**config.mk**
```make
export PLATFORM = sky130hd
export DESIGN_NAME = mole_spawner_flat
export DESIGN_NICKNAME = d
export VERILOG_FILES = /design/src/rtl/mole_spawner_if.sv /design/src/rtl/mole_spawner.sv /design/src/flat_wrapper.sv
export SDC_FILE = /design/constraint.sdc
export NUM_CORES = 1
export LEC_CHECK = 0
export CORE_MARGIN = 3
export CORE_UTILIZATION = 61
export CTS_CLUSTER_DIAMETER = 40
export DETAILED_ROUTE_END_ITERATION = 6
export GPL_TIMING_DRIVEN = 1
export PLACE_DENSITY = 0.83
export SLEW_MARGIN = 20
export SYNTH_ARGS = -nofsm -noshare
export SYNTH_HDL_FRONTEND = slang
export SYNTH_SLANG_ARGS = --single-unit
```
**constraint.sdc**
```tcl
create_clock -name clk -period 9.6 [get_ports clk]
set_input_delay 1.92 -clock clk [delete_from_list [all_inputs] [get_ports clk]]
set_output_delay 1.92 -clock clk [all_outputs]
set_load 0.01 [all_outputs]
```
**src/rtl/mole_spawner_if.sv**
```systemverilog
// rtl/mole_spawner_if.sv - spawn request, hit and mole status bundle for mole_spawner
interface mole_spawner_if #(
  parameter int HOLES = 9
);
  logic [31:0]      random;
  logic             tick;
  logic             spawn_req;
  logic [HOLES-1:0] hit;
  logic             busy;
  logic             spawn_ack;
  logic             spawn_fail;
  logic [3:0]       spawn_hole;
  logic [HOLES-1:0] mole;
  logic [HOLES-1:0] hit_ok;
  logic [HOLES-1:0] hit_bad;
  logic [HOLES-1:0] miss;
  logic [4:0]       active_cnt;

  // DUT side
  modport slave (
    input  random, tick, spawn_req, hit,
    output busy, spawn_ack, spawn_fail, spawn_hole, mole, hit_ok, hit_bad, miss, active_cnt
  );

  // game / score logic side
  modport master (
    output random, tick, spawn_req, hit,
    input  busy, spawn_ack, spawn_fail, spawn_hole, mole, hit_ok, hit_bad, miss, active_cnt
  );
endinterface

```
**src/rtl/mole_spawner.sv**
```systemverilog
// rtl/mole_spawner.sv - places moles in free holes from a PRNG stream and times their lives
module mole_spawner #(
  parameter int HOLES      = 9,
  parameter int LIFE_MIN   = 200,
  parameter int LIFE_BITS  = 8,
  parameter int MAX_ACTIVE = 3,
  parameter int MAX_TRY    = 16
) (
  input  logic          clk,
  input  logic          rst_n,
  mole_spawner_if.slave bus
);
  localparam int TW = $clog2(MAX_TRY + 1);

  typedef enum logic [1:0] {IDLE, PICK, LOAD} state_t;

  state_t           state_q, state_d;
  logic [TW-1:0]    tries_q, tries_d;
  logic [3:0]       cand_q, cand_d;
  logic [15:0]      life_q, life_d;
  logic             ack_q, ack_d;
  logic             fail_q, fail_d;
  logic [3:0]       hole_q, hole_d;
  logic [HOLES-1:0] mole_q, mole_d;
  logic [15:0]      cnt_q [HOLES];
  logic [15:0]      cnt_d [HOLES];
  logic [HOLES-1:0] hit_ok_q, hit_ok_d;
  logic [HOLES-1:0] hit_bad_q, hit_bad_d;
  logic [HOLES-1:0] miss_q, miss_d;
  logic [4:0]       active_q, active_d;

  logic [3:0]       samp;
  logic [15:0]      occ16;
  logic             pick_ok;
  logic             unused_random;

  // Holes beyond HOLES read as occupied-irrelevant zeros; the range check rejects them first.
  assign samp          = bus.random[3:0];
  assign occ16         = 16'(mole_q);
  assign pick_ok       = ({1'b0, samp} < 5'(HOLES)) && !occ16[samp];
  assign unused_random = ^{bus.random[31:24], bus.random[15:4]};

  // Request FSM: idle -> rejection sampling -> one-cycle load.
  always_comb begin
    state_d = state_q;
    tries_d = tries_q;
    cand_d  = cand_q;
    life_d  = life_q;
    hole_d  = hole_q;
    ack_d   = 1'b0;
    fail_d  = 1'b0;
    unique case (state_q)
      IDLE: begin
        if (bus.spawn_req) begin
          if (active_q == 5'(MAX_ACTIVE)) begin
            fail_d = 1'b1;
          end else begin
            state_d = PICK;
            tries_d = '0;
          end
        end
      end
      PICK: begin
        if (pick_ok) begin
          cand_d  = samp;
          life_d  = 16'(LIFE_MIN) + 16'(bus.random[16 +: LIFE_BITS]);
          hole_d  = samp;
          ack_d   = 1'b1;
          state_d = LOAD;
        end else begin
          tries_d = tries_q + TW'(1);
          if (tries_d == TW'(MAX_TRY)) begin
            fail_d  = 1'b1;
            state_d = IDLE;
          end
        end
      end
      LOAD:    state_d = IDLE;
      default: state_d = IDLE;
    endcase
  end

  // Per-hole life timing; a hit beats an expiring tick, and a hit during LOAD sees the empty hole.
  always_comb begin
    mole_d    = mole_q;
    hit_ok_d  = '0;
    hit_bad_d = '0;
    miss_d    = '0;
    active_d  = '0;
    for (int i = 0; i < HOLES; i++) begin
      cnt_d[i] = cnt_q[i];
      if (mole_q[i]) begin
        if (bus.hit[i]) begin
          mole_d[i]   = 1'b0;
          cnt_d[i]    = '0;
          hit_ok_d[i] = 1'b1;
        end else if (bus.tick) begin
          cnt_d[i] = cnt_q[i] - 16'd1;
          if (cnt_q[i] == 16'd1) begin
            mole_d[i] = 1'b0;
            miss_d[i] = 1'b1;
          end
        end
      end else begin
        hit_bad_d[i] = bus.hit[i];
        if ((state_q == LOAD) && (cand_q == 4'(i))) begin
          mole_d[i] = 1'b1;
          cnt_d[i]  = life_q;
        end
      end
      active_d = active_d + 5'(mole_q[i]);
    end
  end

  // State and output registers; reset aborts any request or life in flight.
  always_ff @(posedge clk or negedge rst_n) begin
    if (!rst_n) begin
      state_q   <= IDLE;
      tries_q   <= '0;
      cand_q    <= '0;
      life_q    <= '0;
      hole_q    <= '0;
      ack_q     <= 1'b0;
      fail_q    <= 1'b0;
      mole_q    <= '0;
      hit_ok_q  <= '0;
      hit_bad_q <= '0;
      miss_q    <= '0;
      active_q  <= '0;
      for (int i = 0; i < HOLES; i++) cnt_q[i] <= '0;
    end else begin
      state_q   <= state_d;
      tries_q   <= tries_d;
      cand_q    <= cand_d;
      life_q    <= life_d;
      hole_q    <= hole_d;
      ack_q     <= ack_d;
      fail_q    <= fail_d;
      mole_q    <= mole_d;
      hit_ok_q  <= hit_ok_d;
      hit_bad_q <= hit_bad_d;
      miss_q    <= miss_d;
      active_q  <= active_d;
      for (int i = 0; i < HOLES; i++) cnt_q[i] <= cnt_d[i];
    end
  end

  assign bus.busy       = (state_q != IDLE);
  assign bus.spawn_ack  = ack_q;
  assign bus.spawn_fail = fail_q;
  assign bus.spawn_hole = hole_q;
  assign bus.mole       = mole_q;
  assign bus.hit_ok     = hit_ok_q;
  assign bus.hit_bad    = hit_bad_q;
  assign bus.miss       = miss_q;
  assign bus.active_cnt = active_q;
endmodule

```
**src/flat_wrapper.sv**
```systemverilog
// flat-port wrapper written by rule: the top's interface ports become plain ports
module mole_spawner_flat 
#(
  parameter int HOLES      = 9,
  parameter int LIFE_MIN   = 200,
  parameter int LIFE_BITS  = 8,
  parameter int MAX_ACTIVE = 3,
  parameter int MAX_TRY    = 16
)
  (clk, rst_n, bus_random, bus_tick, bus_spawn_req, bus_hit, bus_busy, bus_spawn_ack, bus_spawn_fail, bus_spawn_hole, bus_mole, bus_hit_ok, bus_hit_bad, bus_miss, bus_active_cnt);
  mole_spawner_if #(.HOLES(HOLES)) bus_i ();
  input  logic clk;
  input  logic rst_n;
  input wire logic [$bits(bus_i.random)-1:0] bus_random;
  input wire logic [$bits(bus_i.tick)-1:0] bus_tick;
  input wire logic [$bits(bus_i.spawn_req)-1:0] bus_spawn_req;
  input wire logic [$bits(bus_i.hit)-1:0] bus_hit;
  output wire logic [$bits(bus_i.busy)-1:0] bus_busy;
  output wire logic [$bits(bus_i.spawn_ack)-1:0] bus_spawn_ack;
  output wire logic [$bits(bus_i.spawn_fail)-1:0] bus_spawn_fail;
  output wire logic [$bits(bus_i.spawn_hole)-1:0] bus_spawn_hole;
  output wire logic [$bits(bus_i.mole)-1:0] bus_mole;
  output wire logic [$bits(bus_i.hit_ok)-1:0] bus_hit_ok;
  output wire logic [$bits(bus_i.hit_bad)-1:0] bus_hit_bad;
  output wire logic [$bits(bus_i.miss)-1:0] bus_miss;
  output wire logic [$bits(bus_i.active_cnt)-1:0] bus_active_cnt;
  assign bus_i.random = bus_random;
  assign bus_i.tick = bus_tick;
  assign bus_i.spawn_req = bus_spawn_req;
  assign bus_i.hit = bus_hit;
  assign bus_busy = bus_i.busy;
  assign bus_spawn_ack = bus_i.spawn_ack;
  assign bus_spawn_fail = bus_i.spawn_fail;
  assign bus_spawn_hole = bus_i.spawn_hole;
  assign bus_mole = bus_i.mole;
  assign bus_hit_ok = bus_i.hit_ok;
  assign bus_hit_bad = bus_i.hit_bad;
  assign bus_miss = bus_i.miss;
  assign bus_active_cnt = bus_i.active_cnt;
  mole_spawner #(.HOLES(HOLES), .LIFE_MIN(LIFE_MIN), .LIFE_BITS(LIFE_BITS), .MAX_ACTIVE(MAX_ACTIVE), .MAX_TRY(MAX_TRY)) u_core (.clk(clk), .rst_n(rst_n), .bus(bus_i));
endmodule
```
**Word level (Yosys, flattened, before mapping)**

Index checks and enable logic that the tools add are counted.

- Register bits: 214
- Output and inout port bits: 48
- Word-level logic and storage cells: 273
- Input bits: 45

- Order comparisons: 2
- Equal/unequal tests: 34
- Multiplexer cells: 162
- Reductions and logical operators: 36
- Add/subtract/negate cells: 19

Operators with widths:

| cell | count |
|---|---|
| 2-to-1 mux 16 bit | 36 |
| == test 16 x 1 -> 1 bit (second input constant) | 9 |
| subtractor 16 x 1 -> 16 bit (second input constant) | 9 |
| 2-to-1 mux 1 bit | 115 |
| adder 5 x 1 -> 5 bit | 7 |
| != test 3 bit (second input constant) | 9 |
| nonzero test 2 bit | 11 |
| AND reduction 2 bit | 10 |
| == test 4 x 3 -> 1 bit (second input constant) | 4 |
| 2-to-1 mux 5 bit | 3 |
| logical AND 1 bit | 10 |
| one-hot mux 5 bit (2 select lines) | 1 |
| adder 8 x 8 -> 9 bit (first input constant) | 1 |
| == test 4 x 2 -> 1 bit (second input constant) | 2 |
| 2-to-1 mux 2 bit | 4 |
| != test 2 bit (second input constant) | 3 |
| adder 5 x 1 -> 5 bit (second input constant) | 1 |
| == test 5 x 2 -> 1 bit (second input constant) | 1 |
| == test 5 bit (second input constant) | 1 |
| less-than comparator 4 x 5 -> 1 bit (second input constant) | 1 |
| binary-select mux 1 bit (select 4 bit) | 1 |
| == test 4 x 1 -> 1 bit (second input constant) | 1 |
| == test 4 bit (second input constant) | 1 |
| logical NOT 4 bit | 1 |
| 11 further kinds | 11 |

**Logic depth before layout (Yosys ltp)**

- Depth after elaboration: 8
- Depth in mapped cells: 9

**Least setup slack after synthesis**

No wires, ideal clock.

- Path type: input-to-reg
- Start point: input port bus_random[0]
- End point: register u_core.cand_q[3]
- Setup time: 125 ps
- Data required time: 9475 ps
- Arrival: 3250 ps
- Stages: 5
- Path slack: 6225 ps
- Cells stage by stage: mux2_2 -> a221oi_1 -> o211ai_1 -> clkbuf_1 -> mux2_2

- Longest elaborated chain between the ends: 5

RTL lines:

| element | line | source |
|---|---|---|
| start: declaration | flat_wrapper.sv:14 | `input wire logic [$bits(bus_i.random)-1:0] bus_random;` |
| binary-select mux 1 bit (select 4 bit) | mole_spawner.sv:40 | `assign pick_ok = ({1'b0, samp} < 5'(HOLES)) && !occ16[samp];` |
| 2-to-1 mux 1 bit (not written as such) | mole_spawner.sv:40 |  |
| logical NOT 1 bit | mole_spawner.sv:40 |  |
| logical AND 1 bit * | mole_spawner.sv:40 |  |
| AND reduction 2 bit (no line) * | - |  |
| end signal: assignment | mole_spawner.sv:134 | `cand_q <= cand_d;` |
| end: declaration | mole_spawner.sv:19 | `logic [3:0] cand_q, cand_d;` |

Every way passes the cells marked *; elsewhere a longest branch is shown, timed or not. The select of a mux whose other input is x is not followed.
A chain may end at the register's enable or synchronous reset.

**Worst setup path after layout**

Ends and elaborated chain as after synthesis.

==> impl_metrics.ini <==
[worst_setup_path]
critPathKind = in2reg
worstPathArrival_ps = 4290
critPathLaunchType = input port
slowest_stage = clkdlybuf4s50_1
reg2regPathDepth = 8
path_cells = clkdlybuf4s50_1, mux2_2, a221oi_1, o211ai_1, buf_4, mux2_2
r2r-end = u_core.bus.active_cnt[2]
worst_setup_path_end_kind = flip-flop
cp_max_fo = 17
r2r-start = u_core.bus.mole[4]
required_ps = 9980
cpMostUsedCell = mux2_2
slowest_delay_ps = 620
r2r_setup_slack_ps = 5900

[sta]
finalSetupViolations = 0
rsz0062_at_grt = no
fin_ws_ps = 5700
fmax_mhz = 256
fin_worst_skew_ps = 11.7
fin_crit_sh_pct = 40.6
slew_violations = 0
hold_viol = 0
setup_tns_ps = 0
worst_pin_slew_ps = 989
timing.hold.ws_ps = 468
slew_headroom_pct = 33.9
min_period_ps = 3900

[clock_network]
cts_buffers = 34
ctsResizeCount = 0
cts_tree = built
h-tree-depth = 2
clock-root-buffer = clkbuf_16
clock-sinks = 206
post_cts_buffers = 0
holdBufCountCts = 0
clkLatencyLatePin_ps = 500
clock_path_buffers = 3
clkTransAtPathRegs_ps = 50

[floorplan]
io_pins = 93
core-area_um2 = 17600
die_x_um = 141
rows = 48
die_area_um2 = 19900
initial_utilization_pct = 63.3
die_y_um = 141

[hold_path]
hold_path_class = reg2reg
whs_endpoint = u_core.cnt_q[12]
holdPathStages = 1
worstHoldStart = u_core.cnt_q[12]

[logic_synthesis]
netlist_area_um2 = 11100
ys_ff_latch = 206
avgSynthCellArea_um2 = 8.86
syn-num-nets = 1333
synth_edf_count = 0
synthArstFlopShare_pct = 100
seq_area_frac_synth_pct = 46.3
synthCells = 1257
yosys_warnings = 0
synth_cell_types = 63
synth_ff_type = dfrtp_1

[finish]
layout_commonest_cell = dfrtp_1
antenna_cells = 0
mostFrequentLayoutCells = dfrtp_1 (206), o21ai_0 (181), nor2_1 (147)
syn2layout_area_growth_pct = 16.8
fill_cells = 1275
area.sequential_um2 = 5150
fin_nets = 1381
multi_input_area_um2 = 5540
drive_gt1_share_pct = 6.77
finalNonFillerCells = 1554

[placed_design]
dp_cells = 1494
io_buffer_count = 71
place_hpwl_um = 18500
pre_cts_ws_ps = 5250
gp_congestion = 0.934

[global_route]
grt_pass1_wl_um = 48000
grt_max_degree = 104
grt_usage_pct = 29.4
grt_antenna_before_repair = 0
grt_overflow_total = 0
first_global_vias = 9673

[power]
ir_drop_v = 0.000194
power.density_nw_per_um2 = 291
p_leak_uw = 0.00569
finalPower_uw = 3780

[route]
vias = 10100
route.detailed.drc = 0
drt_iter0_drc = 893
ant_nets = 0
dr.pass1.iters = 5
vias_per_cell = 6.52
wirelength_um = 29200
wl_per_cell_um = 18.8

[flow_run]
drv_cap = 0

[status]
run_status = finished, final reports clean
state kept, by name, indices dropped and copies added (netlist names):
register,flops
u_core.bus.mole,9
u_core.bus.hit_ok,9
u_core.life_q,9
u_core.bus.active_cnt,4
u_core.state_q,2
u_core.bus.hit_bad,9
u_core.tries_q,5
u_core.bus.miss,9
u_core.bus.spawn_fail,1
u_core.cnt_q,144
u_core.bus.spawn_ack,1
u_core.cand_q,4
cell type report:
| cell class | instances | share of cell area [%] |
|---|---|---|
| well taps | 225 | 2.16 |
| inverters | 53 | 1.53 |
| flip-flops and latches | 206 | 39.6 |
| multi-input cells | 934 | 42.6 |
| clock buffers | 42 | 7.17 |
| clock inverters | 18 | 1.14 |
| repair buffers | 76 | 5.78 |
where the power goes:
part / total [uW] / internal (uW) / switching, uW
combinational: 1150 / 459 / 690
clock: 1150 / 722 / 427
sequential: 1480 / 1110 / 367
per-layer routing:
metal | vias to the layer above | routed length (um) | track usage, % | part of all wire [%]
li1 | 4679 | - | - | -
met1 | 4897 | 11900 | 39.8 | 41
met2 | 445 | 13700 | 46.1 | 47
met3 | 110 | 2230 | 4.68 | 7.6
met4 | 0 | 1410 | 14.8 | 4.8
met5 | - | 0 | 0 | 0
worst max-delay path, delay by kind of cell:
family | cells | cell delay (ps)
buffers and inverters | 2 | 930
AOI/OAI and AO/OA | 2 | 780
muxes | 2 | 650
Yosys cell counts (all sizes together), types with 11 or more instances:
master	count	area [um^2]
nand2b	11	68.8
ha	26	325
or3	16	100
and2	13	83.8
o21ai	189	946
a32oi	16	140
a21oi	93	465
clkbuf	50	188
nor4	36	225
inv	46	173
xor2	11	96.3
nor2b	16	100
or4	21	158
o22ai	15	93.8
nand3	24	120
nor3	55	275
nand2	64	240
a22oi	15	113
xnor2	17	149
buf	14	72.6
dfrtp	206	5150
nor2	148	556
o31ai	13	97.6
a31oi	11	68.8
stage by stage:
| step | utilization (%) | instance area [um^2] |
|---|---|---|
| 2_1_floorplan | - | 11100 |
| 3_3_place_gp | 67.7 | 11900 |
| 3_5_place_dp | 67.7 | 11900 |
| 4_1_cts | 73.9 | 13000 |
| 5_1_grt | 73.9 | 13000 |
| 6_report | 73.9 | 13000 |
how the worst max path moves through the flow:
| stage | start | to | slack [ps] | cells past startpoint |
|---|---|---|---|---|
| finish | bus_random[0] | u_core.cand_q[3] | 5700 | 6 |
| global route | bus_random[0] | u_core.life_q[4] | 5560 | 6 |
| floorplan | bus_random[0] | u_core.cand_q[3] | 6230 | 5 |
| CTS | bus_random[0] | u_core.cand_q[3] | 5770 | 6 |
| detailed placement | bus_random[0] | u_core.cand_q[3] | 5250 | 6 |
| global placement | bus_random[0] | u_core.life_q[4] | 5290 | 6 |
cells by family (layout without fill, tap and decap cells):
family,after synthesis,after routing,share of synthesized area (%)
AO/OA/AOI/OAI,402,402,21.1
flip-flops,206,206,46.3
XOR/XNOR,28,28,2.20
adder cells (fa/ha/maj),31,31,3.82
multiplexers,9,9,1.01
other,1,1,0.0337
AND/OR/NAND/NOR,463,463,21.4
buffers and inverters,117,189,4.12
(Power assumes the default switching activity.)
